<file path="config.mk">
export PLATFORM = sky130hd
export DESIGN_NAME = matrix_stream_writer_flat
export DESIGN_NICKNAME = d
export VERILOG_FILES = /design/src/rtl/matrix_stream_writer_if.sv /design/src/rtl/matrix_stream_writer.sv /design/src/flat_wrapper.sv
export SDC_FILE = /design/constraint.sdc
export NUM_CORES = 1
export LEC_CHECK = 0
export ABC_CLOCK_PERIOD_IN_PS = 4400
export BUFFER_PORTS_ARGS = -buffer_cell sky130_fd_sc_hd__buf_2
export CAP_MARGIN = 20
export CORE_AREA = 2 2 92 94
export DETAILED_ROUTE_END_ITERATION = 7
export DIE_AREA = 0 0 94 96
export GPL_TIMING_DRIVEN = 0
export HOLD_SLACK_MARGIN = 0.02
export PLACE_DENSITY = 0.78
export RECOVER_POWER = 100
export REMOVE_ABC_BUFFERS = 1
export SYNTH_ARGS = -nofsm -noshare
export SYNTH_HDL_FRONTEND = slang
export SYNTH_SLANG_ARGS = --single-unit
</file>
<file path="constraint.sdc">
create_clock -name clk -period 4.4 [get_ports clk]
set_input_delay 1.32 -clock clk [delete_from_list [all_inputs] [get_ports clk]]
set_output_delay 1.32 -clock clk [all_outputs]
set_load 0.005 [all_outputs]
</file>
<file path="src/rtl/matrix_stream_writer_if.sv">
// Element stream in, storage write port out; slave = the writer, master = producer/storage side.
interface matrix_stream_writer_if #(
  parameter int DATA_W = 32,
  parameter int DIM_W  = 8
);
  logic              s_valid;
  logic [DATA_W-1:0] s_data;
  logic              s_last;
  logic              s_ready;
  logic              mem_write;
  logic [DIM_W-1:0]  mem_m_addr;
  logic [DIM_W-1:0]  mem_n_addr;
  logic [DATA_W-1:0] mem_data;
  logic [DIM_W-1:0]  mem_m_dim;
  logic [DIM_W-1:0]  mem_n_dim;

  modport master (
    output s_valid, s_data, s_last,
    input  s_ready, mem_write, mem_m_addr, mem_n_addr, mem_data, mem_m_dim, mem_n_dim
  );

  modport slave (
    input  s_valid, s_data, s_last,
    output s_ready, mem_write, mem_m_addr, mem_n_addr, mem_data, mem_m_dim, mem_n_dim
  );
endinterface

</file>
<file path="src/rtl/matrix_stream_writer.sv">
// Loads an M x N matrix from a valid/ready stream into storage, one registered write per accepted beat
// (1-cycle latency, stalls cleanly on s_valid low); MATRIX_WR_TRANSPOSE_EN adds a column-major walk via transpose_in.
module matrix_stream_writer #(
  parameter int DATA_W  = 32,
  parameter int DIM_W   = 8,
  parameter int MAX_DIM = 128
) (
  input  logic             clk,
  input  logic             reset,
  input  logic             start,
  input  logic [DIM_W-1:0] m_dim,
  input  logic [DIM_W-1:0] n_dim,
`ifdef MATRIX_WR_TRANSPOSE_EN
  input  logic             transpose_in,
`endif
  matrix_stream_writer_if.slave io,
  output logic             busy,
  output logic             done,
  output logic             err
);

  typedef enum logic [0:0] {IDLE, LOAD} state_t;

  state_t            state_q, state_d;
  logic [DIM_W-1:0]  row_q, row_d, col_q, col_d;
  logic [DIM_W-1:0]  m_dim_q, m_dim_d, n_dim_q, n_dim_d;
  logic [DIM_W-1:0]  wr_m_q, wr_m_d, wr_n_q, wr_n_d;
  logic [DATA_W-1:0] wr_dat_q, wr_dat_d;
  logic              wr_q, wr_d, done_q, done_d, err_q, err_d;
  logic              tr_q, tr_d;

  logic tr_start;
  logic dims_ok;
  logic row_last, col_last;

`ifdef MATRIX_WR_TRANSPOSE_EN
  assign tr_start = transpose_in;
`else
  assign tr_start = 1'b0;
`endif

  assign dims_ok  = (m_dim != '0) && (n_dim != '0) &&
                    (int'(m_dim) <= MAX_DIM) && (int'(n_dim) <= MAX_DIM);
  assign row_last = (row_q == (m_dim_q - DIM_W'(1)));
  assign col_last = (col_q == (n_dim_q - DIM_W'(1)));

  always_comb begin
    state_d  = state_q;
    row_d    = row_q;
    col_d    = col_q;
    m_dim_d  = m_dim_q;
    n_dim_d  = n_dim_q;
    wr_m_d   = wr_m_q;
    wr_n_d   = wr_n_q;
    wr_dat_d = wr_dat_q;
    tr_d     = tr_q;
    wr_d     = 1'b0;
    done_d   = 1'b0;
    err_d    = 1'b0;

    case (state_q)
      IDLE: begin
        if (start) begin
          if (dims_ok) begin
            m_dim_d = m_dim;
            n_dim_d = n_dim;
            row_d   = '0;
            col_d   = '0;
            tr_d    = tr_start;
            state_d = LOAD;
          end else begin
            err_d = 1'b1;
          end
        end
      end
      LOAD: begin
        if (io.s_valid) begin
          wr_d     = 1'b1;
          wr_m_d   = row_q;
          wr_n_d   = col_q;
          wr_dat_d = io.s_data;
          if (row_last && col_last) begin
            // Final element: a missing s_last is still flagged, but the load did complete.
            state_d = IDLE;
            done_d  = 1'b1;
            err_d   = !io.s_last;
          end else if (io.s_last) begin
            state_d = IDLE;
            err_d   = 1'b1;
          end else if (tr_q) begin
            if (row_last) begin
              row_d = '0;
              col_d = col_q + DIM_W'(1);
            end else begin
              row_d = row_q + DIM_W'(1);
            end
          end else begin
            if (col_last) begin
              col_d = '0;
              row_d = row_q + DIM_W'(1);
            end else begin
              col_d = col_q + DIM_W'(1);
            end
          end
        end
      end
      default: state_d = IDLE;
    endcase
  end

  always_ff @(posedge clk or posedge reset) begin
    if (reset) begin
      state_q  <= IDLE;
      row_q    <= '0;
      col_q    <= '0;
      m_dim_q  <= '0;
      n_dim_q  <= '0;
      wr_m_q   <= '0;
      wr_n_q   <= '0;
      wr_dat_q <= '0;
      tr_q     <= 1'b0;
      wr_q     <= 1'b0;
      done_q   <= 1'b0;
      err_q    <= 1'b0;
    end else begin
      state_q  <= state_d;
      row_q    <= row_d;
      col_q    <= col_d;
      m_dim_q  <= m_dim_d;
      n_dim_q  <= n_dim_d;
      wr_m_q   <= wr_m_d;
      wr_n_q   <= wr_n_d;
      wr_dat_q <= wr_dat_d;
      tr_q     <= tr_d;
      wr_q     <= wr_d;
      done_q   <= done_d;
      err_q    <= err_d;
    end
  end

  assign io.s_ready    = (state_q == LOAD);
  assign busy          = (state_q == LOAD);
  assign io.mem_write  = wr_q;
  assign io.mem_m_addr = wr_m_q;
  assign io.mem_n_addr = wr_n_q;
  assign io.mem_data   = wr_dat_q;
  assign io.mem_m_dim  = m_dim_q;
  assign io.mem_n_dim  = n_dim_q;
  assign done          = done_q;
  assign err           = err_q;

endmodule

</file>
<file path="src/flat_wrapper.sv">
// flat-port wrapper written by rule: the top's interface ports become plain ports
module matrix_stream_writer_flat 
#(
  parameter int DATA_W  = 32,
  parameter int DIM_W   = 8,
  parameter int MAX_DIM = 128
)
  (clk, reset, start, m_dim, n_dim, busy, done, err, io_s_valid, io_s_data, io_s_last, io_s_ready, io_mem_write, io_mem_m_addr, io_mem_n_addr, io_mem_data, io_mem_m_dim, io_mem_n_dim);
  matrix_stream_writer_if #(.DATA_W(DATA_W), .DIM_W(DIM_W)) io_i ();
  input  logic clk;
  input  logic reset;
  input  logic start;
  input  logic [DIM_W-1:0] m_dim;
  input  logic [DIM_W-1:0] n_dim;
  output logic busy;
  output logic done;
  output logic err;
  input wire logic [$bits(io_i.s_valid)-1:0] io_s_valid;
  input wire logic [$bits(io_i.s_data)-1:0] io_s_data;
  input wire logic [$bits(io_i.s_last)-1:0] io_s_last;
  output wire logic [$bits(io_i.s_ready)-1:0] io_s_ready;
  output wire logic [$bits(io_i.mem_write)-1:0] io_mem_write;
  output wire logic [$bits(io_i.mem_m_addr)-1:0] io_mem_m_addr;
  output wire logic [$bits(io_i.mem_n_addr)-1:0] io_mem_n_addr;
  output wire logic [$bits(io_i.mem_data)-1:0] io_mem_data;
  output wire logic [$bits(io_i.mem_m_dim)-1:0] io_mem_m_dim;
  output wire logic [$bits(io_i.mem_n_dim)-1:0] io_mem_n_dim;
  assign io_i.s_valid = io_s_valid;
  assign io_i.s_data = io_s_data;
  assign io_i.s_last = io_s_last;
  assign io_s_ready = io_i.s_ready;
  assign io_mem_write = io_i.mem_write;
  assign io_mem_m_addr = io_i.mem_m_addr;
  assign io_mem_n_addr = io_i.mem_n_addr;
  assign io_mem_data = io_i.mem_data;
  assign io_mem_m_dim = io_i.mem_m_dim;
  assign io_mem_n_dim = io_i.mem_n_dim;
  matrix_stream_writer #(.DATA_W(DATA_W), .DIM_W(DIM_W), .MAX_DIM(MAX_DIM)) u_core (.clk(clk), .reset(reset), .start(start), .m_dim(m_dim), .n_dim(n_dim), .io(io_i), .busy(busy), .done(done), .err(err));
endmodule
</file>
Word-level counts from Yosys, hierarchy flattened
Index checks and enable logic that the tools add are counted.
Storage, ports and cells
  input bits: 53
  flip-flop bits (word level): 84
  word-level logic and storage cells: 66
  output and inout port bits: 69
Operators by class
  bitwise logic cells: 1
  magnitude comparators: 2
  eq/ne operators: 8
  add/sub/neg operators: 4
  reduce and logical (&&, ||, !) cells: 11
  muxes and demuxes: 29
Operators with widths (count)
  $mux 8: 10
  $pmux 8 s2: 2
  $add 8x1->8 const B: 2
  $eq 8x8->1: 2
  $le 8x8->1 const B: 2
  $reduce_bool 8->1: 2
  $sub 8x1->8 const B: 2
  $mux 1: 15
  $ne 2x2->1 const B: 5
  $reduce_and 6->1: 1
  $reduce_and 5->1: 1
  $logic_and 1x1->1: 4
  $pmux 1 s2: 2
  $reduce_and 3->1: 1
  $ne 2x1->1 const B: 1
  $reduce_and 2->1: 1
  $logic_not 1->1: 1
  $not 1->1: 1

Depth between registers and ports, before layout
  depth after elaboration: 7
  gate-level depth with buffers: 12
  mapped depth without buffers: 10

Worst setup path before layout
OpenSTA, ideal clock, no wires.
  kind: input to register
  start point: input m_dim[2]
  end point: register u_core.m_dim_q[2] (netlist: u_core.io.mem_m_dim[2])
  cell stages on the path: 7
  buffers on the path: 2
  path slack: 0.893 ns
  setup time: 0.125 ns
  data required time: 4.275 ns
  arrival time: 3.383 ns
  cell sequence: or4_1 nor4_1 xnor2_1 and3_1 clkbuf_1 clkbuf_1 mux2_2
On the way
  longest elaborated chain between the ends: 5
  elaborated cells on any way between the ends: 6
  those cells by class: order compare: 1; reduce/logical: 5
Ends and longest elaborated chain
  start: declaration: RTL line flat_wrapper.sv:13  | input logic [DIM_W-1:0] m_dim;
  parallel branches: the longest is 5 deep, another holds $le 8x8->1
  end signal: assignment: RTL line matrix_stream_writer.sv:129  | m_dim_q <= m_dim_d;
  end: declaration: RTL line matrix_stream_writer.sv:26  | logic [DIM_W-1:0] m_dim_q, m_dim_d, n_dim_q, n_dim_d;
Parallel ways; which one is timed is not known.
A chain may end at the register's enable or synchronous reset.

Worst setup path after layout
  start point: input m_dim[2]
  end point: register u_core.m_dim_q[7] (netlist: u_core.io.mem_m_dim[7])
On the way
  longest elaborated chain between the ends: 5
  elaborated cells on any way between the ends: 6
  those cells by class: order compare: 1; reduce/logical: 5
Ends and longest elaborated chain
  parallel branches: the longest is 2 deep, another holds $le 8x8->1
  $logic_and 1x1->1 (*): RTL line matrix_stream_writer.sv:42  | assign dims_ok = (m_dim != '0) && (n_dim != '0) &&
  $logic_and 1x1->1 (*): RTL line matrix_stream_writer.sv:43  | (int'(m_dim) <= MAX_DIM) && (int'(n_dim) <= MAX_DIM);
  $reduce_and 3->1 (no line) (*)
Mark *: on every way between the ends.

==> impl_metrics.env <==
export IMPL_status="finished clean"
export IMPL_io_pins=122
export IMPL_met1_usage_pct=26.7
export IMPL_nets=516
export IMPL_ys_warn_count=0
export IMPL_busiest_layer="met2"
export IMPL_start_kind="input pin"
export IMPL_cts_buffer_depth=2
export IMPL_critPathMaxStageDelay_ns=0.70
export IMPL_cp_slowest_cell="clkbuf_1"
export IMPL_drt_iter0_drc=104
export IMPL_fin_crit_sh_pct=86.0
export IMPL_avgRoutedWirePerCell_um=15.6
export IMPL_dr_pass1_iters=4
export IMPL_layout_commonest_cell="dfrtp_1"
export IMPL_place_area_mm2=0.00467
export IMPL_hold_viol=0
export IMPL_grt_max_degree=60
export IMPL_clockRootBuffer="clkbuf_8"
export IMPL_async_reset_ff_share_pct=100
export IMPL_final_layout_size_suffix_gt1_share_pct=35.6
export IMPL_yosys_register_bits=84
export IMPL_cts_num_sinks=84
export IMPL_seq_area_frac_synth_pct=52.8
export IMPL_cts_hold_buf=0
export IMPL_crit_required_ns=4.64
export IMPL_fin_skew_ns=0.0135
export IMPL_globalRoute_totalOverflow=0
export IMPL_htree_levels=3
export IMPL_fmax_mhz=264
export IMPL_final_antenna_net_count=0
export IMPL_rsz0062_at_grt="no"
export IMPL_syn_area_mm2=0.00398
export IMPL_arrival_ns=4.02
export IMPL_fp_dieW_um=94
export IMPL_grt_usage_pct=20.9
export IMPL_antenna_found_initial=0
export IMPL_die_h_um=96
export IMPL_clk_latency_ns=0.36
export IMPL_drt_total_wl_mm=8.87
export IMPL_cts_setup_buffers=0
export IMPL_drcViolationCount=0
export IMPL_place_congestion=0.791
export IMPL_synth_edf_count=0
export IMPL_p_leak_nw=2.19
export IMPL_path_clk_slew_ns=0.08
export IMPL_final_area_mm2=0.00481
export IMPL_ir_drop_uv=311
export IMPL_end_kind="register"
export IMPL_initial_core_util_pct=49.4
export IMPL_portBuffers=121
export IMPL_maxCapViolCount=0
export IMPL_viasPerCell=5.36
export IMPL_crit_type="input pin to register"
export IMPL_dieArea_mm2=0.00902
export IMPL_area_delta_synth_final_pct=20.7
export IMPL_critPathBufInv=2
export IMPL_hold_path_class="register to register"
export IMPL_fillers=720
export IMPL_synth_area_per_cell_um2=11.6
export IMPL_fp_coreArea_mm2=0.00805
export IMPL_min_period_ns=3.78
export IMPL_cts_buffers=9
export IMPL_drv_slew=0
export IMPL_p_per_area_mw_per_mm2=474
export IMPL_worst_pin_slew_ns=1.43
export IMPL_cpLargestDelayFamily="simple AND/OR/NAND/NOR gates"
export IMPL_rows=33
export IMPL_setup_viol=0
export IMPL_cp_cell_sequence="buf_2, or4_1, nor4_1, xnor2_1, and3_1, clkbuf_1, mux2_2"
export IMPL_cts_tree="yes"
export IMPL_ys_flop_type="dfrtp_1"
export IMPL_ctsResizeCount=0
export IMPL_met3_usage_pct=7.20
export IMPL_netlist_instances=342
export IMPL_crit_fanout=18
export IMPL_vias=3043
export IMPL_diodes=0
export IMPL_grt_pass1_wl_mm=14.6
export IMPL_dp_hpwl_mm=6.55
export IMPL_ys_types=52
export IMPL_fin_tns_setup_ns=0
export IMPL_grt_use_met2_pct=32.9
export IMPL_grt_pass1_vias=3043
export IMPL_slew_headroom_pct=4.67
export IMPL_layout_cells_most_common_list="dfrtp_1 (84), buf_2 (81), mux2_2 (58), clkbuf_1 (41), nand2_1 (20)"
==> state kept, by name, summed over array words and instances, names as in the netlist, 8 cells and up <==
register	count
u_core.io.mem_m_dim	8
u_core.io.mem_data	32
u_core.row_q	8
u_core.io.mem_n_dim	8
u_core.io.mem_n_addr	8
u_core.io.mem_m_addr	8
u_core.col_q	8
==> stage by stage <==
stage	hold slack [ns]	cells	setup slack (ns)	total power, mW	utilization [%]
floorplan	0.473	324	0.752	1.45	-
global placement	0.466	550	-0.0259	1.71	57.6
detailed placement	0.471	551	0.0188	1.75	58.0
CTS	0.490	567	0.405	2.33	60.6
global route	0.526	568	0.461	2.42	59.7
finish	0.498	568	0.616	2.28	59.7
==> synthesized netlist by cell type (5+ instances only) <==
cell / count / area (µm²)
o21ai_0: 18 / 90.1
nor3_1: 7 / 35.0
nand3_1: 8 / 40.0
a21oi_1: 15 / 75.1
nor2b_1: 6 / 37.5
nand2_1: 20 / 75.1
clkbuf_1: 11 / 41.3
or3_1: 8 / 50.1
or4_1: 6 / 45.0
mux2_2: 58 / 653
o31ai_1: 6 / 45.0
inv_1: 11 / 41.3
xnor2_1: 13 / 114
nor2_1: 6 / 22.5
xor2_1: 8 / 70.1
ha_1: 5 / 62.6
dfrtp_1: 84 / 2100
==> worst register-to-register path, cell delays in order, from the launching register on <==
cell and delay [ns]:
dfrtp_1 0.50, inv_1 0.09, ha_1 0.31, nor2b_1 0.17, or3_1 0.35, a31oi_1 0.17
a21boi_0 0.34, nand4_1 0.24, o21ai_1 0.64, o21ai_0 0.20, a21oi_1 0.17
==> per-layer routing <==
metal  vias up  wire (µm)
met5         -          0
met1      1457       3860
met2       118       4080
met3        14        768
li1       1454          -
met4         0        163
==> area by class of cell <==
type                       instances  area, µm²  share of cell area [%]
multi-input combinational        228       1750                    36.4
clock buffer                      10        138                    2.86
inverter                          12       46.3                   0.963
sequential                        84       2100                    43.7
timing repair buffer             123        564                    11.7
clock inverter                     6       72.6                    1.51
tap                              105        131                    2.73
==> power by group <==
| group | leakage (nW) | internal, mW | switching [mW] |
|---|---|---|---|
| Clock | 0.103 | 0.283 | 0.294 |
| Sequential | 1.07 | 0.942 | 0.154 |
| Combinational | 1.02 | 0.323 | 0.284 |
==> final timing paths <==
kind	start	slack, ns	end	cells after the start
worst max-delay path	m_dim[2]	0.62	u_core.io.mem_m_dim[7]$_DFFE_PP0P_	7
worst min-delay path	u_core.io.mem_m_addr[1]$_DFFE_PP0P_	0.50	u_core.io.mem_m_addr[1]$_DFFE_PP0P_	2
worst max register to register	u_core.io.mem_m_dim[0]$_DFFE_PP0P_	1.14	u_core.col_q[4]$_DFFE_PP0P_	10
worst min register to register	u_core.io.mem_m_addr[1]$_DFFE_PP0P_	0.50	u_core.io.mem_m_addr[1]$_DFFE_PP0P_	2
max in group asynchronous	reset	1.33	u_core.col_q[4]$_DFFE_PP0P_	3
min in group asynchronous	reset	1.16	u_core.io.mem_n_dim[4]$_DFFE_PP0P_	2
==> cell families after synthesis <==
kind of cell | Yosys count | synth area share (%)
AND/OR/NAND/NOR | 84 | 12.0
flip-flops | 84 | 52.8
AO/OA/AOI/OAI | 59 | 9.21
multiplexers | 59 | 16.7
buffers and inverters | 30 | 3.08
XOR/XNOR | 21 | 4.62
adder cells (fa/ha/maj) | 5 | 1.57
Note: power is estimated with default switching activity, not from simulation.
